**src/rtl/miriscv_lsu_pkg.sv**
```systemverilog
// Shared types and helpers for the pipelined load/store unit: size codes,
// the per-transaction tag kept while in flight, and lane/extension helpers.
package miriscv_lsu_pkg;

  localparam logic [2:0] LSU_B  = 3'b000;
  localparam logic [2:0] LSU_H  = 3'b001;
  localparam logic [2:0] LSU_W  = 3'b010;
  localparam logic [2:0] LSU_BU = 3'b100;
  localparam logic [2:0] LSU_HU = 3'b101;

  typedef struct packed {
    logic       we;
    logic [2:0] size;
    logic [1:0] off;
    logic       killed;
  } lsu_tag_t;

  // Stores only accept signed size codes; unsigned codes are load-only.
  function automatic logic lsu_legal(input logic we, input logic [2:0] size,
                                     input logic [1:0] off);
    case (size)
      LSU_B:          lsu_legal = 1'b1;
      LSU_BU:         lsu_legal = ~we;
      LSU_H:          lsu_legal = ~off[0];
      LSU_HU:         lsu_legal = ~we & ~off[0];
      LSU_W:          lsu_legal = (off == 2'b00);
      default:        lsu_legal = 1'b0;
    endcase
  endfunction

  function automatic logic [3:0] be_gen(input logic [2:0] size, input logic [1:0] off);
    case (size)
      LSU_B, LSU_BU: be_gen = 4'b0001 << off;
      LSU_H, LSU_HU: be_gen = 4'b0011 << off;
      default:       be_gen = 4'b1111;
    endcase
  endfunction

  function automatic logic [31:0] wdata_rep(input logic [2:0] size, input logic [31:0] wdata);
    case (size)
      LSU_B:   wdata_rep = {4{wdata[7:0]}};
      LSU_H:   wdata_rep = {2{wdata[15:0]}};
      default: wdata_rep = wdata;
    endcase
  endfunction

  function automatic logic [31:0] load_align(input logic [2:0] size, input logic [1:0] off,
                                             input logic [31:0] rdata);
    logic [31:0] w_sh;
    w_sh = rdata >> {off, 3'b000};
    case (size)
      LSU_B:   load_align = {{24{w_sh[7]}}, w_sh[7:0]};
      LSU_BU:  load_align = {24'h0, w_sh[7:0]};
      LSU_H:   load_align = {{16{w_sh[15]}}, w_sh[15:0]};
      LSU_HU:  load_align = {16'h0, w_sh[15:0]};
      default: load_align = w_sh;
    endcase
  endfunction

endpackage

```
**src/rtl/miriscv_lsu_tag_fifo.sv**
```systemverilog
// In-order tag queue for in-flight memory transactions; kill marks every
// stored entry, while an entry pushed on the same edge stays live.
module miriscv_lsu_tag_fifo
  import miriscv_lsu_pkg::*;
#(
  parameter int DEPTH = 2,
  parameter int CNT_W = $clog2(DEPTH + 1)
) (
  input  logic             i_clk,
  input  logic             i_rst_n,
  input  logic             i_push,
  input  lsu_tag_t         i_tag,
  input  logic             i_pop,
  input  logic             i_kill_all,
  output lsu_tag_t         o_head,
  output logic [CNT_W-1:0] o_cnt
);

  localparam int PTR_W = (DEPTH > 1) ? $clog2(DEPTH) : 1;

  lsu_tag_t           r_mem [DEPTH];
  logic [PTR_W-1:0]   r_wr_ptr;
  logic [PTR_W-1:0]   r_rd_ptr;
  logic [CNT_W-1:0]   r_cnt;

  function automatic logic [PTR_W-1:0] next_ptr(input logic [PTR_W-1:0] p);
    next_ptr = (p == PTR_W'(DEPTH - 1)) ? '0 : p + 1'b1;
  endfunction

  always_ff @(posedge i_clk) begin
    if (!i_rst_n) begin
      r_wr_ptr <= '0;
      r_rd_ptr <= '0;
      r_cnt    <= '0;
      for (int i = 0; i < DEPTH; i++) r_mem[i] <= '0;
    end else begin
      if (i_kill_all) begin
        for (int i = 0; i < DEPTH; i++) r_mem[i].killed <= 1'b1;
      end
      // The push write follows the kill loop so a same-edge push stays unkilled.
      if (i_push) begin
        r_mem[r_wr_ptr] <= i_tag;
        r_wr_ptr        <= next_ptr(r_wr_ptr);
      end
      if (i_pop) r_rd_ptr <= next_ptr(r_rd_ptr);
      r_cnt <= r_cnt + CNT_W'(i_push) - CNT_W'(i_pop);
    end
  end

  assign o_head = r_mem[r_rd_ptr];
  assign o_cnt  = r_cnt;

endmodule

```
**src/rtl/miriscv_lsu_pipe.sv**
```systemverilog
// Pipelined LSU: up to MAX_OUTSTANDING req/gnt/rvalid memory transactions,
// in-order registered responses one cycle after data_rvalid_i, with kill.
module miriscv_lsu_pipe
  import miriscv_lsu_pkg::*;
#(
  parameter int XLEN            = 32,
  parameter int MAX_OUTSTANDING = 2
) (
  input  logic              clk_i,
  input  logic              arstn_i,
  input  logic              lsu_req_i,
  input  logic              lsu_we_i,
  input  logic [2:0]        lsu_size_i,
  input  logic [XLEN-1:0]   lsu_addr_i,
  input  logic [XLEN-1:0]   lsu_wdata_i,
  input  logic              lsu_kill_i,
  output logic              lsu_gnt_o,
  output logic              lsu_rvalid_o,
  output logic [XLEN-1:0]   lsu_rdata_o,
  output logic              lsu_err_o,
  output logic              lsu_busy_o,
  output logic              data_req_o,
  input  logic              data_gnt_i,
  output logic              data_we_o,
  output logic [XLEN/8-1:0] data_be_o,
  output logic [XLEN-1:0]   data_addr_o,
  output logic [XLEN-1:0]   data_wdata_o,
  input  logic              data_rvalid_i,
  input  logic [XLEN-1:0]   data_rdata_i
);

  localparam int CNT_W = $clog2(MAX_OUTSTANDING + 1);

  if (XLEN != 32) begin : g_bad_xlen
    $error("miriscv_lsu_pipe: XLEN must be 32");
  end
  if (MAX_OUTSTANDING < 1 || MAX_OUTSTANDING > 8) begin : g_bad_depth
    $error("miriscv_lsu_pipe: MAX_OUTSTANDING must be 1..8");
  end

  logic             w_legal;
  logic             w_room;
  logic             w_mem_gnt;
  logic             w_err_gnt;
  logic             w_retire;
  logic             w_drop;
  logic [CNT_W-1:0] w_cnt;
  lsu_tag_t         w_head;
  lsu_tag_t         w_push_tag;

  logic             r_rvalid;
  logic             r_err;
  logic [XLEN-1:0]  r_rdata;

  assign w_legal = lsu_legal(lsu_we_i, lsu_size_i, lsu_addr_i[1:0]);
  // A retire in the same cycle frees a slot, so a full queue can still issue.
  assign w_room  = (w_cnt < CNT_W'(MAX_OUTSTANDING)) | data_rvalid_i;

  assign data_req_o = arstn_i & lsu_req_i & w_legal & w_room;
  assign w_mem_gnt  = data_req_o & data_gnt_i;
  // Illegal requests are answered only once the pipe is empty, keeping order.
  assign w_err_gnt  = arstn_i & lsu_req_i & ~w_legal & (w_cnt == '0);
  assign lsu_gnt_o  = w_mem_gnt | w_err_gnt;

  assign w_retire   = arstn_i & data_rvalid_i & (w_cnt != '0);
  assign w_drop     = w_head.killed | lsu_kill_i;

  assign data_we_o    = lsu_we_i;
  assign data_be_o    = be_gen(lsu_size_i, lsu_addr_i[1:0]);
  assign data_addr_o  = {lsu_addr_i[XLEN-1:2], 2'b00};
  assign data_wdata_o = wdata_rep(lsu_size_i, lsu_wdata_i);

  assign w_push_tag = '{we: lsu_we_i, size: lsu_size_i, off: lsu_addr_i[1:0], killed: 1'b0};

  miriscv_lsu_tag_fifo #(
    .DEPTH (MAX_OUTSTANDING),
    .CNT_W (CNT_W)
  ) u_tag_fifo (
    .i_clk      (clk_i),
    .i_rst_n    (arstn_i),
    .i_push     (w_mem_gnt),
    .i_tag      (w_push_tag),
    .i_pop      (w_retire),
    .i_kill_all (lsu_kill_i),
    .o_head     (w_head),
    .o_cnt      (w_cnt)
  );

  always_ff @(posedge clk_i) begin
    if (!arstn_i) begin
      r_rvalid <= 1'b0;
      r_err    <= 1'b0;
      r_rdata  <= '0;
    end else begin
      r_rvalid <= (w_retire & ~w_drop) | w_err_gnt;
      r_err    <= w_err_gnt;
      r_rdata  <= (w_retire & ~w_drop & ~w_head.we)
                  ? load_align(w_head.size, w_head.off, data_rdata_i) : '0;
    end
  end

  assign lsu_rvalid_o = r_rvalid;
  assign lsu_err_o    = r_err;
  assign lsu_rdata_o  = r_rdata;
  assign lsu_busy_o   = (w_cnt != '0);

endmodule

```
**config.mk**
```make
export PLATFORM = sky130hd
export DESIGN_NAME = miriscv_lsu_pipe
export DESIGN_NICKNAME = d
export VERILOG_FILES = /design/src/rtl/miriscv_lsu_pkg.sv /design/src/rtl/miriscv_lsu_tag_fifo.sv /design/src/rtl/miriscv_lsu_pipe.sv
export SDC_FILE = /design/constraint.sdc
export NUM_CORES = 1
export LEC_CHECK = 0
export ABC_AREA = 1
export BUFFER_PORTS_ARGS = -buffer_cell sky130_fd_sc_hd__buf_2
export CORE_UTILIZATION = 43
export DETAILED_ROUTE_END_ITERATION = 6
export HOLD_SLACK_MARGIN = 0.08
export PLACE_DENSITY = 0.82
export SYNTH_ARGS = -nofsm -noshare
export SYNTH_HDL_FRONTEND = slang
export SYNTH_SLANG_ARGS = --single-unit
```
**constraint.sdc**
```tcl
create_clock -name clk_i -period 2.44 [get_ports clk_i]
set_input_delay 0.122 -clock clk_i [delete_from_list [all_inputs] [get_ports clk_i]]
set_output_delay 0.122 -clock clk_i [all_outputs]
set_load 0.02 [all_outputs]
```
==> flow_metrics.env <==
export IMPL_cp_required_ps=2660
export IMPL_slew_headroom=0.415
export IMPL_cts_tree="built"
export IMPL_ctsHoldBuffers=0
export IMPL_clkSinkCount=53
export IMPL_drtIter0Drc=128
export IMPL_crit_path_start_kind="register"
export IMPL_ys_types=30
export IMPL_antenna_found_initial=1
export IMPL_setup_tns_final_ps=0
export IMPL_final_common_cell="nand2_1"
export IMPL_port_buffers=149
export IMPL_drv_cap=0
export IMPL_cp_data_arrival_time_ps=2320
export IMPL_finalHoldViolations=0
export IMPL_vias=3351
export IMPL_max_freq_ghz=0.476
export IMPL_ant_nets=0
export IMPL_place_worst_setup_slack_ps=379
export IMPL_cts_path_max_buffers=2
export IMPL_worstSetupPathType="reg -> reg"
export IMPL_ctsHtreeMaxLevel=2
export IMPL_yosysWarnings=0
export IMPL_p_sw_w=0.000613
export IMPL_grt_pass1_vias=3032
export IMPL_dr_pass1_iters=4
export IMPL_dieHeight_um=90.7
export IMPL_power_leakage_nw=2.29
export IMPL_timing_final_ws_setup_ps=339
export IMPL_r2r_end="lsu_rdata_o[30]"
export IMPL_seq_area_um2=1180
export IMPL_cts_root_buf="clkbuf_8"
export IMPL_overflow=0
export IMPL_drive_gt1_frac=0.315
export IMPL_via_per_inst=4.85
export IMPL_multi_input_area_um2=1520
export IMPL_intPower_w=0.00129
export IMPL_endpoint="lsu_rdata_o[30]"
export IMPL_maxSlewViolCount=0
export IMPL_power_frac_clock=0.270
export IMPL_start_util=0.456
export IMPL_path_buf_inv=2
export IMPL_die_x_um=90.7
export IMPL_critPathSlowestCell="dfxtp_1"
export IMPL_cpLargestDelayFamily="simple AND/OR/NAND/NOR gates"
export IMPL_power_share_switching=0.322
export IMPL_cts_buffers_inserted=5
export IMPL_design_die_area_um2=8220
export IMPL_gp_congestion=0.935
export IMPL_fin_crit_ps=2100
export IMPL_cellPowerDensity_nw_per_um2=483
export IMPL_cp_cell_sequence="inv_2 > nand2_1 > nand2_1 > nand2_1 > nand2_1 > nand3_2 > nand3_1 > nand2_1 > inv_1"
export IMPL_hold_depth=4
export IMPL_hold_path_class="in -> reg"
export IMPL_clk_pin_slew_ps=100
export IMPL_rsz0062_at_grt="false"
export IMPL_crit_top_cell="nand2_1"
export IMPL_final_cell_mix="nand2_1 (153), buf_2 (149), inv_1 (64)"
export IMPL_fin_nets=698
export IMPL_end_kind="register"
export IMPL_combPwrFrac=0.246
export IMPL_synth_seq_cells=53
export IMPL_syn_to_final_growth_pct=16.7
export IMPL_fillers=754
export IMPL_avgRoutedWirePerCell_um=12.4
export IMPL_hpwl_um=6760
export IMPL_drc=0
export IMPL_final_setup_skew_ps=6.59
export IMPL_finalCritPeriodShare=0.861
export IMPL_num_io_pins=212
export IMPL_rows=31
export IMPL_drt_wl_total_um=8590
export IMPL_seqPwrFrac=0.484
export IMPL_postSynthAreaPerCell_um2=6.91
export IMPL_ctsResizeCount=0
export IMPL_status="finished, final reports clean"
export IMPL_worstPathMaxFanout=16
export IMPL_worst_skew_pair_late_latency_ps=310
export IMPL_syn_inst=489
export IMPL_grt_max_degree=32
export IMPL_grt_pass1_wl_um=13800
export IMPL_core_area_um2=7410
export IMPL_setup_violations=0
export IMPL_post_cts_setup_buffers=0
export IMPL_ir_drop_uv=259
export IMPL_syn_area_um2=3380
export IMPL_cp_depth=9
export IMPL_max_stage_delay_ps=610
export IMPL_r2r_cells=9
export IMPL_r2r_slack_ps=340
export IMPL_worst_pin_slew_ps=878
export IMPL_synth_seq_area_share=0.350
export IMPL_track_usage=0.205
==> worst register-to-register path, stage by stage (launching register included) <==
cell and delay, ps:
dfxtp_1 610, inv_2 180, nand2_1 140, nand2_1 310, nand2_1 150, nand2_1 90, nand3_2 280, nand3_1 130
nand2_1 80, inv_1 40
==> cells by family after synthesis <==
kind of cell | synth area share
other | 0.00111
AND/OR/NAND/NOR | 0.314
XOR/XNOR | 0.00778
AO/OA/AOI/OAI | 0.117
flip-flops | 0.350
adder cells (fa/ha/maj) | 0.00740
buffers and inverters | 0.203
==> layout make-up <==
type                    instances  area share
clock inverters                 3     0.00634
diodes                          1    0.000634
clock buffers                   5      0.0174
multi-input cells             310       0.384
inverters                      67      0.0637
flip-flops and latches         53       0.299
well taps                      99      0.0314
repair buffers                153       0.197
==> through the flow <==
step | utilization | power, W | instances | area (µm²) | hold WS, ps
finish | 0.533 | 0.00190 | 691 | 3950 | 98.9
floorplan | - | 0.00134 | 490 | 3380 | 311
detailed placement | 0.520 | 0.00141 | 682 | 3850 | 244
global placement | 0.520 | 0.00140 | 682 | 3850 | 244
CTS | 0.532 | 0.00191 | 690 | 3940 | 96.0
global route | 0.532 | 0.00200 | 690 | 3940 | 104
==> metal layers <==
layer	track usage	up-vias	wire length [µm]
li1	-	1693	-
met1	0.239	1470	3520
met2	0.348	167	3950
met3	0.0741	21	956
met4	0.0672	0	166
met5	0	-	0
==> flip-flops by register name, indices dropped and copies added (netlist names), named ones only <==
register	count
u_tag_fifo.r_rd_ptr	1
lsu_rvalid_o	1
u_tag_fifo.o_cnt	2
lsu_rdata_o	32
lsu_err_o	1
u_tag_fifo.r_wr_ptr	1
u_tag_fifo.r_mem	14
==> power by group through the flow <==
stage,Sequential [W],Clock (W),Combinational [W]
floorplan,0.000945,0,0.000390
global placement,0.000942,0,0.000457
detailed placement,0.000943,0,0.000464
CTS,0.000922,0.000522,0.000467
global route,0.000925,0.000560,0.000517
finish,0.000922,0.000514,0.000468
==> worst min-delay path by stage <==
stage                    startpoint                      to  slack (ps)
floorplan           data_rdata_i[9]          lsu_rdata_o[1]         310
global placement      lsu_addr_i[9]          data_addr_o[9]         240
detailed placement    lsu_addr_i[9]          data_addr_o[9]         240
CTS                      lsu_kill_i  u_tag_fifo.r_mem[1][0]         100
global route             lsu_kill_i  u_tag_fifo.r_mem[1][0]         100
finish                   lsu_kill_i  u_tag_fifo.r_mem[1][0]         100
==> cell usage after synthesis <==
library cell  instances  area (µm²)
buf_2                11        55.1
nor2_4                2        22.5
buf_4                42         315
a21oi_1              20         100
inv_2                 3        11.3
inv_1                64         240
o21ai_0              24         120
nor2_1               28         105
nand3_4               2        35.0
clkbuf_1              2        7.51
nand2_1             153         574
o21a_1                1        7.51
nand3_1              35         175
buf_6                 5        56.3
nand3_2               5        50.1
o21bai_1              4        30.0
nor3_1                1        5.00
o21ai_4               1        16.3
o21ai_2               1        8.76
xor2_1                3        26.3
nand2_2               3        18.8
conb_1                1        3.75
nand2_4               2        22.5
o211ai_1             15         113
nor2_2                3        18.8
ha_1                  2        25.0
nand4_2               2        25.0
nor3_2                1        10.0
dfxtp_1              41         821
edfxtp_1             12         360
Note: power is estimated with default switching activity, not from simulation.
